### src/rtl/timer_multi_ip.sv
// rtl/timer_multi_ip.sv - NUM_CH independent down-counting timers behind one register slave port
// Each channel: prescaler, one-shot/periodic reload, sticky W1C TIMEOUT/OVERRUN, maskable IRQ.
module timer_multi_ip #(
  parameter int NUM_CH  = 4,
  parameter int CNT_W   = 32,
  parameter int PRESC_W = 8,
  parameter int ADDR_W  = 8
) (
  input  logic              clk,
  input  logic              resetn,
  input  logic              sel,
  input  logic              we,
  input  logic [ADDR_W-1:0] addr,
  input  logic [31:0]       wdata,
  output logic [31:0]       rdata,
  output logic [NUM_CH-1:0] irq,
  output logic              irq_any
);

  logic [31:0] ch_num;
  logic [3:0]  offset;
  logic [31:0] rd_word [NUM_CH];
  logic        unused_wdata;

  assign ch_num       = 32'(addr[ADDR_W-1:4]);
  assign offset       = addr[3:0];
  assign unused_wdata = ^wdata;

  for (genvar i = 0; i < NUM_CH; i++) begin : g_ch
    logic               en, mode, presc_en, irq_en, en_q, timeout, overrun;
    logic [PRESC_W-1:0] div, presc_cnt;
    logic [CNT_W-1:0]   load, value;
    logic               hit, start, tick, expire;

    assign hit    = sel && we && (ch_num == 32'(i));
    // The cycle after EN rises is spent reloading, so it never counts.
    assign start  = en && !en_q;
    assign tick   = en && !start && (!presc_en || presc_cnt == div);
    assign expire = tick && (value <= CNT_W'(1));

    always_ff @(posedge clk or negedge resetn) begin
      if (!resetn) begin
        en        <= 1'b0;
        mode      <= 1'b0;
        presc_en  <= 1'b0;
        irq_en    <= 1'b0;
        en_q      <= 1'b0;
        timeout   <= 1'b0;
        overrun   <= 1'b0;
        div       <= '0;
        presc_cnt <= '0;
        load      <= '0;
        value     <= '0;
      end else begin
        en_q <= en;
        if (hit && offset == 4'h0) begin
          en       <= wdata[0];
          mode     <= wdata[1];
          presc_en <= wdata[2];
          irq_en   <= wdata[3];
          div      <= wdata[8 +: PRESC_W];
        end else if (expire && !mode) begin
          en <= 1'b0;
        end

        if (hit && offset == 4'h4) load <= wdata[CNT_W-1:0];

        if (hit && offset == 4'h8) value <= wdata[CNT_W-1:0];
        else if (start)            value <= load;
        else if (expire)           value <= mode ? load : '0;
        else if (tick)             value <= value - CNT_W'(1);

        if (!en || !presc_en || start || presc_cnt == div) presc_cnt <= '0;
        else                                               presc_cnt <= presc_cnt + PRESC_W'(1);

        // Hardware set wins over a same-cycle W1C so an event is never dropped.
        if (expire)                                   timeout <= 1'b1;
        else if (hit && offset == 4'hC && wdata[0])   timeout <= 1'b0;
        if (expire && timeout)                        overrun <= 1'b1;
        else if (hit && offset == 4'hC && wdata[1])   overrun <= 1'b0;
      end
    end

    assign irq[i] = timeout && irq_en;

    assign rd_word[i] = (offset == 4'h0) ? 32'({div, 4'b0000, irq_en, presc_en, mode, en})
                      : (offset == 4'h4) ? 32'(load)
                      : (offset == 4'h8) ? 32'(value)
                      : (offset == 4'hC) ? {30'd0, overrun, timeout}
                      : 32'd0;
  end

  assign irq_any = |irq;

  always_comb begin
    rdata = '0;
    for (int c = 0; c < NUM_CH; c++)
      if (ch_num == 32'(c)) rdata = rd_word[c];
  end

endmodule

### config.mk
export PLATFORM = sky130hd
export DESIGN_NAME = timer_multi_ip
export DESIGN_NICKNAME = d
export VERILOG_FILES = /design/src/rtl/timer_multi_ip.sv
export SDC_FILE = /design/constraint.sdc
export NUM_CORES = 1
export LEC_CHECK = 0
export CORE_MARGIN = 3
export CORE_UTILIZATION = 58
export CTS_BUF_LIST = sky130_fd_sc_hd__clkbuf_8
export CTS_CLUSTER_SIZE = 14
export DETAILED_ROUTE_END_ITERATION = 12
export GPL_TIMING_DRIVEN = 1
export PLACE_DENSITY_LB_ADDON = 0.2
export SYNTH_ARGS = -nofsm -noshare
export SYNTH_HDL_FRONTEND = slang
export SYNTH_SLANG_ARGS = --single-unit
### constraint.sdc
create_clock -name clk -period 3.03 [get_ports clk]
set_input_delay 0.606 -clock clk [delete_from_list [all_inputs] [get_ports clk]]
set_output_delay 0.606 -clock clk [all_outputs]
set_load 0.05 [all_outputs]
Word level (Yosys, flattened, before mapping)
Index checks and enable logic that the tools add are counted.
{ "op_classes": {"addsub": 8, "n_lt_le_gt_ge": 4, "eq_ne": 10, "mux": 68, "n_reduce_logical": 112} }
{ "ops": {"columns": ["op", "n"], "rows": [
  ["32-bit two-way mux", 36],
  ["32-bit by 1-bit less-or-equal comparator with 1-bit output (second input constant)", 4],
  ["32-bit by 1-bit subtractor with 32-bit output (second input constant)", 4],
  ["1-bit logical AND", 57],
  ["8-bit by 1-bit adder with 8-bit output (second input constant)", 4],
  ["8-bit equality test", 4],
  ["32-bit zero test", 1],
  ["8-bit two-way mux", 4],
  ["1-bit two-way mux", 24],
  ["2-bit nonzero test", 12],
  ["1-bit zero test", 20],
  ["1-bit logical OR", 16],
  ["4-bit nonzero test", 4],
  ["4-bit by 2-bit equality test with 1-bit output (second input constant)", 2],
  ["4-bit equality test (second input constant)", 2],
  ["2-bit two-way mux", 4],
  ["4-bit by 1-bit equality test with 1-bit output (second input constant)", 1],
  ["4-bit by 3-bit equality test with 1-bit output (second input constant)", 1],
  ["4-bit zero test", 1],
  ["4-bit OR reduction", 1]
]} }
{ "word_totals": {"register_bits": 348, "output_inout_bits": 37} }

Logic depth before layout (Yosys ltp)
{ "depth": {"word_depth": 9, "mapped_depth": 11, "mapped_depth_nobuf": 9} }

Worst setup path after synthesis
No wires, ideal clock.
{ "synth_path": {"path_type": "input -> output", "start": "input port addr[3]", "end": "output port rdata[10]", "t_arrival_ns": 2.842, "slack_ns": -0.418, "cell_stages": 7, "n_path_buf": 3, "path_cell_list": "clkbuf_1 > clkbuf_1 > clkbuf_1 > mux2i_1 > nor2_1 > a21oi_1 > o221ai_1"} }
{ "synth_between": {"elab_chain_len": 8, "word_cells_on_any_way": 19, "cone_classes": "eq/ne: 2; mux: 16; reduce/logical: 1"} }
{ "synth_lines": {"columns": ["element", "line_no", "source"], "rows": [
  ["from (decl)", "13", "input logic [ADDR_W-1:0] addr,"],
  ["4-bit equality test", "88", ": (offset == 4'h8) ? 32'(value)"],
  ["32-bit two-way mux", "88", null],
  ["32-bit two-way mux", "87", ": (offset == 4'h4) ? 32'(load)"],
  ["32-bit two-way mux", "86", "assign rd_word[i] = (offset == 4'h0) ? 32'({div, 4'b0000, irq_en, presc_en, mode, en})"],
  ["32-bit two-way mux (3 in a row)", "98", "if (ch_num == 32'(c)) rdata = rd_word[c];"],
  ["32-bit two-way mux (*)", "98", null],
  ["to (decl)", "15", "output logic [31:0] rdata,"]
]} }
Mark *: on every way between the ends. The rest lies on a longest branch, timed or not.

Worst setup path in the final report
{ "layout_path": {"start": "input port addr[7]", "end": "output port rdata[10]"} }
{ "layout_between": {"elab_chain_len": 5, "word_cells_on_any_way": 8, "cone_classes": "eq/ne: 3; mux: 4; reduce/logical: 1"} }
{ "layout_lines": {"columns": ["element", "line_no"], "rows": [
  ["32-bit zero test", "98"],
  ["32-bit two-way mux (3 in a row)", "98"],
  ["32-bit two-way mux (*)", "98"]
]} }
Marked as above.

==> summary.md <==
| Metric | Value |
|---|---|
| Status | finished, violations left |
| Violations in the final reports | setup timing |
| WS Path Type | primary input to primary output |
| Final #Nets | 2,454 |
| Clock Tree Buf Depth | 3 |
| Clk Latency, worst-skew pair | 680 ps |
| CP delay by family, top | simple AND/OR/NAND/NOR gates |
| Worst min-delay path class | primary input to asynchronous set/reset pin |
| Synth area leader | dfrtp_1 |
| Synthesis-to-finish area growth | 25.2% |
| CP arrival | 2460 ps |
| Int Pwr | 0.00937 W |
| Hpwl dp | 52.5 mm |
| Peak supply drop | 0.515 mV |
| Clock Sinks | between 300 and 400 |
| Comb power frac | 23.3% |
| Switching Share | 34.6% |
| Share of layout cells above drive strength 1 | ~28% |
| Die height | 195 um |
| CP max-delay cell | or4_4 |
| Drt first-iter violations | 2,573 |
| Synth top area cells | dfrtp_1 (42%), mux2_2 (9.6%), a22oi_1 (5.2%), o22ai_1 (4.0%), nor2_1 (3.8%) |
| GRT overflow | 0 |
| Non-Filler Instances | 2,898 |
| Vias/cell | 7.03 |
| Maxcap violations | 0 |
| Synth cell count leaders | dfrtp_1 (348), nor2_1 (210), mux2_2 (175), clkbuf_1 (170), a21oi_1 (147) |
| Maximum number of pins on one net before global-route repair | between 60 and 70 |
| Pins Over Slew Limit | 0 |
| Synthesis Warnings | 0 |
| CTS tree | done |
| Num CTS Buffers | slightly above 60 |
| Die ar. | 0.0378 sq mm |
| CP cell instances | buf_4 > buf_6 > or4_4 > nor2_4 > buf_8 > a21oi_1 > o22ai_2 > nand2_2 > o221ai_2 > buf_12 |
| Fin crit period | 3070 ps |
| Core ar. | between 0.03 and 0.04 sq mm |
| Max incr delay on CP | 560 ps |
| Final setup fails | 2 |
| Power Dens Cells | around 560 mW/mm^2 |
| Gr usage total | between 30% and 40% |
| Die X | around 190 um |
| Number of synthesized register bits | 348 |
| Most frequent cell after synthesis | dfrtp_1 |
| CP Launch Type | primary input |
| Crit path max fanout | 8 |
| Root Driver | clkbuf_8 |
| Final Hold Fails | 0 |
| Vias | 20.4k |
| H-tree level count | 2 |
| Row Count | slightly below 70 |
| DRT Pass-1 Iters | 6 |
| Routability cong. | between 0.9 and 1 |
| Initial antenna violation count | 1 |
| EDFF count, synth | 0 |
| Placed Cells | 2,771 |
| Sequential power share | 43.7% |
| RSZ-0062 raised after global routing | yes |
| Netlist cell types | 74 |
| Clk_skew | 30.5 ps |
| Crit. End Element | primary output |
| Worst setup margin | -37.8 ps |
| Min Hold Slack | 486 ps |
| Clock share of power | about a third |
| Routed len/inst | 26.0 um |
| Post-synth top area share | 42.3% |
| WP buf/inv | 4 |
| Gate count of the mapped netlist | between 2k and 2.5k |
| Clock Pin Slew Worst Setup and Hold Paths | 50 ps |
| Number of diodes | 0 |
| Fin crit share | 101% |
| PortBufs | 80 |
| Post-synthesis sequential area ratio | between 40% and 50% |
| Fmax | 0.326 GHz |
| Worst-Margin Slew | 1010 ps |
| Syn nets | approximately 2.3k |
| Avg Cell Area, Syn | approximately 9.3 sq um |
| Vias in the first global route | between 15k and 20k |
| Final WL | 75.4 mm |
| Leakage | ~11 nW |
| Max-slew headroom | 32.3% |
| Routed Antenna Nets | 0 |
| First-pass GRT wire length | 117 mm |
| Critical path required time | about 2400 ps |
| Initial Util | about 59% |
| Tot Pwr | about 0.014 W |
| Netlist Area Pre-Place | 0.0206 sq mm |
| NetSw | 0.00496 W |
| Post-synth ARST share | 100% |
| Predominant post-synthesis flop cell | dfrtp_1 |
| IO Count | around 80 |
| DR DRC count | 0 |
worst paths after layout:
path | startpoint | end | slack [ps] | cells past startpoint
max in group asynchronous | resetn | g_ch[3].div[5] | 1660 | 3
max reg2reg | g_ch[2].value[12] | g_ch[2].value[23] | 80 | 9
max | addr[7] | rdata[10] | -40 | 10
min in group clk | g_ch[0].overrun | g_ch[0].overrun | 540 | 2
min reg2reg | g_ch[0].overrun | g_ch[0].overrun | 540 | 2
min | resetn | g_ch[0].load[30] | 490 | 2
layer usage:
metal / GRT usage (%) / part of all wire [%] / vias up
met1: 54.9 / 40 / 9908
met3: 8.44 / 11 / 278
met5: 0 / 0.017 / -
li1: - / - / 8751
met4: 18.0 / 5.6 / 2
met2: 58.5 / 44 / 1434
timing repair:
action	4_1_cts	5_1_grt
pin swaps	55	30
setup buffers	13	3
gates cloned	5	0
resized for setup	102	39
endpoints found under the setup margin	33	41
hold buffers	1	0
hold endpoints to repair	56	0
logic make-up after synthesis:
kind of cell,after synthesis,share of synthesized area [%]
xor gates and xnor gates,120,5.10
AOI/OAI and AO/OA,701,22.5
DFF,348,42.3
muxes,200,11.0
adders and majority gates,12,0.729
and+or+nand+nor,621,14.5
buffers and inverters,216,4.01
area by class of cell:
cell class                 count  area [sq um]
clock buffer                  78          1070
multi-input combinational   1654         11700
tap                          455           569
timing repair buffer         310          3380
inverter                      23          86.3
fill                        2582          9000
clock inverter                30           243
sequential                   348          8710
power by group through the flow:
stage | Sequential [W] | Combinational, W | Clock, W
after floorplan | 0.00587 | 0.00227 | 0
after global placement | 0.00627 | 0.00305 | 0
after detailed placement | 0.00629 | 0.00314 | 0
after CTS | 0.00623 | 0.00322 | 0.00478
after global routing | 0.00635 | 0.00366 | 0.00499
final | 0.00627 | 0.00334 | 0.00472
through the flow:
stage | worst slack, ps | utilization [%] | instance area (sq um) | TNS, ps
6_report | -37.8 | 74.1 | 25800 | -49.1
4_1_cts | -30.6 | 73.7 | 25600 | -111
3_5_place_dp | -672 | 68.1 | 23700 | -47040
2_1_floorplan | 3.11 | - | 20700 | 0
3_3_place_gp | -678 | 68.1 | 23700 | -39950
5_1_grt | -53.0 | 74.1 | 25800 | -302
layout by cell type, fill, tap and decap left out, types with 16 or more instances in the layout:
cell type / count
o22ai_1: 110
clkdlybuf4s50_1: 38
or3_1: 24
nor4_1: 35
mux2_2: 175
nand3_1: 52
o211ai_1: 16
a31oi_1: 18
nor3_1: 47
o21ai_0: 94
clkbuf_8: 78
or4_1: 18
o31ai_1: 18
nand2_1: 121
nor2_2: 32
nor2_1: 174
xor2_1: 80
and3_1: 24
buf_4: 179
mux2i_1: 22
buf_12: 65
dfrtp_1: 346
xnor2_1: 40
a21oi_1: 134
inv_1: 35
o22ai_2: 22
a22oi_1: 130
sequential cells by signal, summed over array words and instances (netlist names):
signal          count
g_ch.div           32
g_ch.en             4
g_ch.en_q           4
g_ch.irq_en         4
g_ch.load         128
g_ch.mode           4
g_ch.overrun        4
g_ch.presc_cnt     32
g_ch.presc_en       4
g_ch.timeout        4
g_ch.value        128
(Power assumes the default switching activity.)
